`src/rtl/noekeon_core.sv`:
```
// Iterative NOEKEON engine in direct-key mode: one round per clock for NR rounds,
// then the output theta, with valid/ready handshakes on both the input and output sides.
module noekeon_core #(
  parameter int unsigned KEY_SIZE   = 128,
  parameter int unsigned BLOCK_SIZE = 128,
  parameter int unsigned NR         = 16
) (
  input  logic                  clk,
  input  logic                  rst,
  input  logic                  start,
  output logic                  in_ready,
  input  logic                  mode,
  input  logic [KEY_SIZE-1:0]   k_in,
  input  logic [BLOCK_SIZE-1:0] a_in,
  output logic [BLOCK_SIZE-1:0] a_out,
  output logic                  out_valid,
  input  logic                  out_ready,
  output logic                  busy
);
  localparam int unsigned RCW    = BLOCK_SIZE / 16;
  localparam int unsigned CW     = (NR > 1) ? $clog2(NR) : 1;
  localparam int unsigned W0_LSB = BLOCK_SIZE - 32;

  typedef logic [BLOCK_SIZE-1:0] blk_t;
  typedef enum logic [1:0] {IDLE, ROUND, FINAL, DONE} state_e;

  state_e           st_q, st_d;
  blk_t             blk_q, blk_d;
  logic [KEY_SIZE-1:0] key_q, key_d;
  logic [RCW-1:0]   rc_q, rc_d;
  logic [CW-1:0]    cnt_q, cnt_d;
  logic             mode_q, mode_d;
  blk_t             aout_q, aout_d;
  logic             valid_q, valid_d;

  function automatic logic [31:0] rol(input logic [31:0] x, input int unsigned n);
    return (x << n) | (x >> (32 - n));
  endfunction

  // Round constants land in the low byte of word 0, which is the most significant word.
  function automatic blk_t put_rc(input logic [RCW-1:0] rc);
    blk_t v;
    v = '0;
    v[W0_LSB +: RCW] = rc;
    return v;
  endfunction

  function automatic blk_t theta(input blk_t k, input blk_t a);
    logic [31:0] w0, w1, w2, w3, t;
    {w0, w1, w2, w3} = a;
    t  = w0 ^ w2;
    t  = t ^ rol(t, 8) ^ rol(t, 24);
    w1 = w1 ^ t;
    w3 = w3 ^ t;
    {w0, w1, w2, w3} = {w0, w1, w2, w3} ^ k;
    t  = w1 ^ w3;
    t  = t ^ rol(t, 8) ^ rol(t, 24);
    return {w0 ^ t, w1, w2 ^ t, w3};
  endfunction

  // Pi1, Gamma and Pi2 fused into one pass.
  function automatic blk_t gamma_pi(input blk_t a);
    logic [31:0] w0, w1, w2, w3, t;
    {w0, w1, w2, w3} = a;
    w1 = rol(w1, 1);
    w2 = rol(w2, 5);
    w3 = rol(w3, 2);
    w1 = w1 ^ (~w3 & ~w2);
    w0 = w0 ^ (w2 & w1);
    t  = w3;
    w3 = w0;
    w0 = t;
    w2 = w2 ^ w0 ^ w1 ^ w3;
    w1 = w1 ^ (~w3 & ~w2);
    w0 = w0 ^ (w2 & w1);
    return {w0, rol(w1, 31), rol(w2, 27), rol(w3, 30)};
  endfunction

  function automatic logic [RCW-1:0] rc_fwd(input logic [RCW-1:0] rc);
    return {rc[RCW-2:0], 1'b0} ^ (rc[RCW-1] ? 8'h1B : 8'h00);
  endfunction

  function automatic logic [RCW-1:0] rc_bwd(input logic [RCW-1:0] rc);
    return rc[0] ? ({1'b1, rc[RCW-1:1]} ^ 8'h0D) : {1'b0, rc[RCW-1:1]};
  endfunction

  always_ff @(posedge clk) begin
    if (rst) begin
      st_q    <= IDLE;
      blk_q   <= '0;
      key_q   <= '0;
      rc_q    <= '0;
      cnt_q   <= '0;
      mode_q  <= 1'b0;
      aout_q  <= '0;
      valid_q <= 1'b0;
    end else begin
      st_q    <= st_d;
      blk_q   <= blk_d;
      key_q   <= key_d;
      rc_q    <= rc_d;
      cnt_q   <= cnt_d;
      mode_q  <= mode_d;
      aout_q  <= aout_d;
      valid_q <= valid_d;
    end
  end

  always_comb begin
    st_d    = st_q;
    blk_d   = blk_q;
    key_d   = key_q;
    rc_d    = rc_q;
    cnt_d   = cnt_q;
    mode_d  = mode_q;
    aout_d  = aout_q;
    valid_d = valid_q;
    unique case (st_q)
      IDLE: begin
        if (start) begin
          blk_d  = a_in;
          mode_d = mode;
          cnt_d  = '0;
          key_d  = mode ? theta('0, k_in) : k_in;
          rc_d   = mode ? 8'hD4 : 8'h80;
          st_d   = ROUND;
        end
      end
      ROUND: begin
        blk_d = gamma_pi(theta(key_q, blk_q ^ put_rc(mode_q ? '0 : rc_q))
                         ^ put_rc(mode_q ? rc_q : '0));
        rc_d  = mode_q ? rc_bwd(rc_q) : rc_fwd(rc_q);
        if (cnt_q == CW'(NR - 1)) st_d = FINAL;
        else cnt_d = cnt_q + 1'b1;
      end
      FINAL: begin
        aout_d  = mode_q ? (theta(key_q, blk_q) ^ put_rc(rc_q))
                         : theta(key_q, blk_q ^ put_rc(rc_q));
        valid_d = 1'b1;
        st_d    = DONE;
      end
      DONE: begin
        if (out_ready) begin
          valid_d = 1'b0;
          st_d    = IDLE;
        end
      end
      default: st_d = IDLE;
    endcase
  end

  assign in_ready  = (st_q == IDLE);
  assign busy      = (st_q == ROUND) || (st_q == FINAL);
  assign a_out     = aout_q;
  assign out_valid = valid_q;

endmodule

```
`config.mk`:
```
export PLATFORM = sky130hd
export DESIGN_NAME = noekeon_core
export DESIGN_NICKNAME = d
export VERILOG_FILES = /design/src/rtl/noekeon_core.sv
export SDC_FILE = /design/constraint.sdc
export NUM_CORES = 1
export LEC_CHECK = 0
export ABC_AREA = 1
export CORE_UTILIZATION = 55
export DETAILED_ROUTE_END_ITERATION = 8
export PLACE_DENSITY = 0.9
export SKIP_CTS_REPAIR_TIMING = 1
export SLEW_MARGIN = 0
export SYNTH_ARGS = -nofsm -noshare
export SYNTH_HDL_FRONTEND = slang
export SYNTH_SLANG_ARGS = --single-unit
```
`constraint.sdc`:
```
create_clock -name clk -period 6.84 [get_ports clk]
set_input_delay 1.026 -clock clk [delete_from_list [all_inputs] [get_ports clk]]
set_output_delay 1.026 -clock clk [all_outputs]
set_load 0.01 [all_outputs]
```
==> qor.yml, run 1 <==
status:
  status: "complete, no violations"
place:
  portBuffers: 391
  hpwl_um: 82800
  place.gp.congestion: 1.04
  placed_area_um2: 31300
worst_setup_path:
  cp_data_required_time_ns: 7.30
  worstPathArrival_ns: 4.88
  crit_fanout: 13
  end_kind: "flop"
  critPathMaxStageDelay_ns: 0.66
  r2r_slack_ns: 2.42
  start_kind: "flop"
  crit_start: "mode_q"
  criticalPathCategory: "reg2reg"
  r2r_start: "mode_q"
  cpMostUsedCell: "nand2_1"
  critical_path.slowest_cell: "dfxtp_1"
  path_cells: "inv_2, nand2_1, xor2_2, xor2_2, xor2_2, xor2_1, ha_1, xnor2_1, nand3_1, nand2_1, nand2_2, nand2_1, nand3_1, nand2_1, nor2_1, nor2_1, nor2_1"
final_layout:
  syn_to_final_growth_pct: 21.1
  final_common_cell: "nand2_1"
  fin_area_um2: 32800
  finalNetCount: 4423
  utilization_pct: 68.1
  fill_cells: 3994
  drive_above_1_share_pct: 5.34
  final_cell_mix: "nand2_1, xor2_1, inv_1"
cts:
  clk_pin_slew_ns: 0.07
  cts_tree: "built"
  h-tree-depth: 2
  clockBufferDepth: 3
  clock_sinks: 400
  numCtsBuffers: 44
  root_buffer: "clkbuf_16"
  insertion_delay_ns: 0.60
floorplanning:
  io_pins: 392
  core-area_um2: 48100
  fp-row-count: 80
  die_area_um2: 50100
  die_y_um: 224
  start_util_pct: 56.2
  die_w_um: 224
sta:
  period_share_pct: 64.6
  finalCriticalPeriod_ns: 4.42
  setup_tns_ns: 0
  finalHoldViolCount: 0
  timing.fmax_mhz: 226
  finalSetupViolCount: 0
  slew_violations: 0
  slew_headroom_pct: 22.0
  rsz0062_at_grt: "false"
  worst_slew_pin_slew_ns: 1.17
  clock_skew_ns: 0.0273
detailed_routing:
  drc: 0
  postRouteAntennaNets: 0
  wirelength_um: 106000
  drt_first_pass_iters: 7
  routed_via_density: 5.81
  dr.first_iter.drc_count: 3831
  drt-wirelength-per-cell_um: 21.9
  dr_total_vias: 27980
global_routing:
  antenna_found_initial: 2
  grt_max_degree: 141
  grt_pass1_wl_um: 154000
  grt_pass1_vias: 25250
  track_usage_pct: 41.2
  overflow: 0
logic_synthesis:
  synth.mux.area_fraction_pct: 0
  synth-seq-cells: 400
  synth_simple_gate_area_share_pct: 21.5
  synth_top_family_by_area: "XOR/XNOR gates"
  yosys.area_share.xor_xnor_pct: 22.5
  synthAdderAreaFrac_pct: 1.57
  synth_compound_gate_area_share_pct: 16.8
  synth_area_per_cell_um2: 7.05
  yosysWarnings: 0
  yosysSeqAreaShare_pct: 29.6
  synth_edf_count: 0
  synth_top_flop_cell: "dfxtp_1"
  synth_area_um2: 27100
  yosysUniqueCellTypes: 45
  syn_inst: 3842
  syn_nets: 4137
  async_flop_share_pct: 0
min_path:
  hold_path_class: "reg2reg"
  hp-start: "a_out[4]"
job:
  maxCapViolCount: 0
[metrics by stage]
stage / hold WS, ns / std cells / worst slack (ns)
final: 0.474 / 4817 / 2.42
after global routing: 0.492 / 4816 / 2.24
after CTS: 0.470 / 4816 / 2.66
after detailed placement: 0.460 / 4738 / 2.66
after global placement: 0.452 / 4738 / 2.72
after floorplan: 0.458 / 3842 / 3.73
[layer usage]
metal | vias to the layer above | global-route usage [%] | part of all wire, % | wire [µm]
met5 | - | 0 | 0 | 0
met4 | 0 | 24.7 | 6.6 | 7010
met3 | 310 | 10.8 | 14 | 15000
met2 | 1908 | 58.3 | 40 | 42200
met1 | 12690 | 55.8 | 39 | 41500
li1 | 13072 | - | - | -
[final timing paths]
path         depth (start not counted)          to
max                                 17  blk_q[110]
min                                  2    a_out[4]
max reg2reg                         17  blk_q[110]
min reg2reg                          2    a_out[4]
[cells in the mapped netlist (3+ instances only)]
cell type    n  area (µm²)
xor2_2      10         163
nand3_2      6        60.1
o21ai_0    294        1470
inv_1      404        1520
a21boi_0     3        22.5
xnor2_1    245        2150
o21ai_1      4        20.0
a21oi_1    388        1940
clkbuf_1   139         522
nand3b_1    31         233
dfxtp_1    400        8010
xnor2_2     12         195
ha_1        34         425
or2_2       70         438
nand3_1    310        1550
o211ai_1   129         968
nand2_1    764        2870
nand2_2     18         113
o21a_1       3        22.5
buf_1       21        78.8
nand4_1     25         156
inv_2        8        30.0
xor2_1     406        3560
nor2_1      84         315
buf_2        3        15.0
a31oi_1      5        31.3
[layout make-up]
type	count	area (µm²)	area share, %
multi-input cells	2863	16900	51.6
flip-flops and latches	400	8010	24.4
repair buffers	405	4020	12.3
inverters	414	1570	4.78
clock buffers	57	1230	3.76
well taps	656	821	2.50
clock inverters	21	216	0.660
diodes	1	2.50	0.00763
[state kept, by name (all words and copies together), names as in the netlist]
name and flops:
a_out 128, blk_q 128, key_q 128, rc_q 8, cnt_q 4, st_q 2, mode_q 1, out_valid 1
[cells by family after synthesis]
kind of cell,after synthesis
simple gates,1319
compound gates,836
xor+xnor,674
buf+inv,579
flops,400
fa+ha+maj,34
[critical path: cells and delay by family, from the launching register on]
kind                       cells  cell delay (ns)
DFF                            1             0.66
adders and majority gates      1             0.27
buffers and inverters          1             0.15
xor gates and xnor gates       5             1.74
and+or+nand+nor               10             1.43
Power of run 1 is left out: the tool's default activity adds up to more than one toggle a clock period on the data nets, which glitch-free logic cannot reach.
==> inputs of run 2 (changes only) <==
CORE_UTILIZATION = 51   (was 55)
PLACE_DENSITY = 0.88   (was 0.9)
clock period = 3.7 ns   (was 6.84 ns; I/O delays follow)
==> run 2 against run 1 <==
Sequential share of layout area shrank 1.6 points. Critical endpoint is now blk_q[107]. Global-route usage decreased by 0.91 points. Critical path depth grew 3. Maximum frequency is 20% higher. Hold slack gained 0.0062 ns. Register-to-register slack worse by 2.4 ns. Via count grew 3.9%. Non-clock buffer count rose by 225. Critical path type unchanged. Final area rose by 7.6%. Core utilization down 0.94 points. Count of clock-buffer cells in the layout decreased by 5. First-iteration DRC count rose by 4.8%.
==> qor.yml, run 2 (synthesized netlist as in run 1, its figures left out) <==
cts:
  clk_pin_slew_ns: 0.07
  h-tree-depth: 2
  insertion_delay_ns: 0.59
  clock_sinks: 400
  root_buffer: "clkbuf_16"
  numCtsBuffers: 44
  cts_tree: "built"
  clockBufferDepth: 3
floorplanning:
  io_pins: 392
  die_y_um: 232
  start_util_pct: 51.5
  die_area_um2: 54000
  die_w_um: 232
  fp-row-count: 84
  core-area_um2: 52600
final_layout:
  syn_to_final_growth_pct: 30.3
  finalNonFillerCells: 5072
  seqCellArea_um2: 8070
  multi_input_area_um2: 17400
  finalNetCount: 4648
  fill_cells: 4337
  drive_above_1_share_pct: 13.0
  final_common_cell: "nand2_1"
  final_cell_mix: "nand2_1, inv_1, clkdlybuf4s50_1"
detailed_routing:
  postRouteAntennaNets: 0
  drc: 0
  wirelength_um: 112000
  drt-wirelength-per-cell_um: 22.1
  drt_first_pass_iters: 8
  routed_via_density: 5.73
  dr_total_vias: 29076
  dr.first_iter.drc_count: 4015
worst_setup_path:
  start_kind: "flop"
  crit_fanout: 3
  worstPathArrival_ns: 4.19
  end_kind: "flop"
  cp_data_required_time_ns: 4.21
  criticalPathCategory: "reg2reg"
sta:
  slew_headroom_pct: 36.4
  slew_violations: 0
  period_share_pct: 99.5
  timing.fmax_mhz: 272
  holdWs_ns: 0.480
  finalCriticalPeriod_ns: 3.68
  clock_skew_ns: 0.0218
  worst_slew_pin_slew_ns: 0.953
  finalSetupViolCount: 0
  finalHoldViolCount: 0
  setup_ws_ns: 0.0176
  rsz0062_at_grt: "true"
place:
  portBuffers: 391
  placed_cells: 4980
  place.gp.congestion: 1.08
  place_ws_ns: -0.215
  hpwl_um: 89300
min_path:
  hold_path_class: "reg2reg"
global_routing:
  grt_pass1_vias: 26154
  antenna_found_initial: 4
  grt_pass1_wl_um: 161000
  track_usage_pct: 40.3
  grt_max_degree: 258
  overflow: 0
status:
  status: "complete, no violations"
job:
  maxCapViolCount: 0
==> run 2: worst paths after layout <==
check            start          to  slack [ns]  depth (start not counted)
max           blk_q[6]  blk_q[107]        0.02                         20
min          a_out[25]   a_out[25]        0.48                          2
max reg2reg   blk_q[6]  blk_q[107]        0.02                         20
min reg2reg  a_out[25]   a_out[25]        0.48                          2
==> run 2: routing by layer <==
layer  global-route usage (%)  share of wire, %
met3                     9.34                14
met4                     18.6               5.5
met1                     54.4                39
met5                        0             0.029
met2                     60.4                42
==> run 2: worst max-delay path: stages, from the launching register on <==
cell and delay (ns):
dfxtp_1 0.33, xnor2_1 0.45, xnor2_1 0.18, buf_4 0.18, xor2_1 0.24, inv_1 0.09
nand2_1 0.12, nand2_4 0.09, xor2_2 0.16, inv_1 0.10, ha_1 0.22, xnor2_1 0.14
inv_1 0.08, xor2_2 0.19, inv_1 0.10, nand2_2 0.13, xor2_2 0.23, nand2_1 0.11
nand4_1 0.10, nand3_1 0.12, a21oi_2 0.22
==> run 2: final cells by class <==
| type | instances | share of cell area, % |
|---|---|---|
| multi-input cells | 2863 | 49.4 |
| flip-flops and latches | 400 | 22.9 |
| repair buffers | 630 | 16.6 |
| inverters | 414 | 4.45 |
| well taps | 688 | 2.44 |
| diodes | 1 | 0.00709 |
| clock inverters | 24 | 0.915 |
| clock buffers | 52 | 3.41 |
==> run 2: per-stage QoR <==
| step | cell area [µm²] | util (%) | setup TNS, ns |
|---|---|---|---|
| detailed placement | 33100 | 63.0 | -0.298 |
| finish | 35300 | 67.2 | 0 |
| global route | 35300 | 67.2 | -0.324 |
| global placement | 33100 | 63.0 | -0.191 |
| floorplan | 27100 | - | 0 |
| CTS | 34600 | 65.9 | -0.382 |
Power of run 2 is left out for the same reason.
==> variant (settings of run 2) <==
`NR`: 16 -> 8.
--- a/src/rtl/noekeon_core.sv
+++ b/src/rtl/noekeon_core.sv
@@ -3,7 +3,7 @@
 module noekeon_core #(
   parameter int unsigned KEY_SIZE   = 128,
   parameter int unsigned BLOCK_SIZE = 128,
-  parameter int unsigned NR         = 16
+  parameter int unsigned NR         = 8
 ) (
   input  logic                  clk,
   input  logic                  rst,
Formal check against the unedited RTL: no difference found for any inputs over 4 cycles, from zero or initial values and one cycle with rst high; that may be too few to reach the edited logic, so the function may still have changed.
==> variant against run 2 <==
Worst setup slack better by 0.093 ns; critical path depth grew 2; sequential cell count decreased by 1; area after synthesis up 1.7%; via count rose by 0.74%; core utilization down 0.16 points; wire length is 1.1% higher; final cell count increased by 0.22%; design area increased by 0.56%; global-route usage is 0.38 points lower.
Power is not shown: default switching activity piles up to over one toggle a cycle in this logic, so the estimate is an artifact.
==> variant: results <==
group,metric,value,unit
global_routing,grt_max_degree,258,
synthesis,seq_area_frac_synth,29.0,%
place,gp_congestion,1.11,
clock_network,clkTransAtPathRegs,0.06,ns
critical_path,max_stage_delay,0.48,ns
sta,clock-skew-final,0.0229,ns
critical_path,r2r_slack,0.11,ns
global_routing,grt_pass1_vias,26100,
place,portBuffers,391,
critical_path,worstRegToRegCells,22,
sta,hold_ws,0.470,ns
critical_path,cp_slowest_cell,"dfxtp_1",
cells_and_area,nets,4659,
status,outcome,"finished clean",
synthesis,netlist_top_cells_area,"dfxtp_1 (29%), xor2_1 (11%), nand2_1 (11%), xnor2_1 (7.5%), a21oi_1 (7.3%)",
critical_path,arrival,4.02,ns
hold_path,hold-path-cell-count,2,
hold_path,hold_path_class,"reg2reg",
critical_path,critPathTopFamily,"XOR/XNOR gates",
clock_network,clk_path_buf_depth,3,
route,viasPerCell,5.76,
global_routing,antenna_found_initial,2,
synthesis,synth_common_cells,"nand2_1 (803), a21oi_1 (400), dfxtp_1 (399), inv_1 (397), xor2_1 (360)",
clock_network,cts_buffers,43,
synthesis,synthArstFlopShare,0,%
synthesis,synthFlopType,"dfxtp_1",
synthesis,synth.distinct_cells,47,
route,drtIter0Drc,3704,
sta,slew_headroom,34.3,%
global_routing,grt_first_pass_wirelength,161000,µm
cells_and_area,drive_gt1_share,14.8,%
clock_network,h-tree-depth,2,
clock_network,clock_latency,0.60,ns
route,ant_nets,0,
route,wl_per_cell,22.3,µm
route,dr.pass1.iters,7,
global_routing,grt_overflow,0,
synthesis,yosysWarnings,0,
clock_network,cts_root_buf,"clkbuf_16",
global_routing,track_usage,39.9,%
synthesis,syn_nets,4202,
critical_path,cp_max_fo,4,
place,dpl.hpwl,89200,µm
cells_and_area,fill_cells,4468,
[variant: final timing paths]
path	startpoint	end
worst max-delay path	blk_q[92]$_SDFFE_PP0P_	blk_q[121]$_SDFFE_PP0P_
worst min-delay path	cnt_q[1]$_SDFFE_PP0P_	cnt_q[1]$_SDFFE_PP0P_
worst max register to register	blk_q[92]$_SDFFE_PP0P_	blk_q[121]$_SDFFE_PP0P_
worst min register to register	cnt_q[1]$_SDFFE_PP0P_	cnt_q[1]$_SDFFE_PP0P_
[variant: worst reg2reg max path: stages (launching register included)]
cell and delay [ns]:
dfxtp_1 0.48, xnor2_2 0.17, xnor2_1 0.14, buf_4 0.18, xnor2_4 0.14, xor2_1 0.21
nand2_1 0.16, nand2_2 0.14, ha_1 0.16, xor2_1 0.15, inv_1 0.07, xor2_1 0.17
inv_1 0.16, nand3_2 0.10, nand3_2 0.13, nand2_2 0.08, nand2_1 0.08, nand3_1 0.14
nand2_1 0.10, nand2_1 0.07, o21ai_1 0.16, buf_4 0.16, a21oi_1 0.08
[variant: through the flow]
step / util, % / setup WS [ns] / cells / area, µm² / setup TNS (ns)
6_report: 67.0 / 0.111 / 5083 / 35500 / 0
5_1_grt: 67.0 / -0.0802 / 5081 / 35500 / -0.512
3_3_place_gp: 62.5 / -0.0268 / 4988 / 33100 / -0.0268
4_1_cts: 65.3 / -0.121 / 5064 / 34600 / -0.238
3_5_place_dp: 62.5 / -0.0796 / 4988 / 33100 / -0.0796
2_1_floorplan: - / 0.453 / 3905 / 27500 / 0
[variant: cells by family (layout without fill, tap and decap cells)]
logic type / after synthesis / count (layout) / share of synthesized area, %
simple gates: 1391 / 1391 / 22.6
other cells: 0 / 2 / 0
compound gates: 838 / 838 / 16.5
buf+inv: 592 / 1080 / 8.09
fa+ha+maj: 36 / 36 / 1.64
xor+xnor: 649 / 649 / 22.2
flops: 399 / 399 / 29.0
[variant: routing by layer]
| metal | routed length [µm] | global-route usage, % | vias up |
|---|---|---|---|
| li1 | - | - | 13500 |
| met4 | 6400 | 19.0 | 4 |
| met1 | 44700 | 54.8 | 13500 |
| met5 | 25 | 0 | - |
| met3 | 15300 | 8.88 | 308 |
| met2 | 47000 | 58.8 | 1952 |
[variant: layout make-up]
class,count,area (µm²),area share (%)
Inverter,426,1610,4.54
Antenna cell,2,5.00,0.0141
Timing Repair Buffer,578,5450,15.3
Sequential cell,399,8050,22.7
Clock buffer,57,1210,3.41
Tap cell,688,861,2.43
Multi-Input combinational cell,2914,18100,50.9
Clock inverter,19,249,0.701
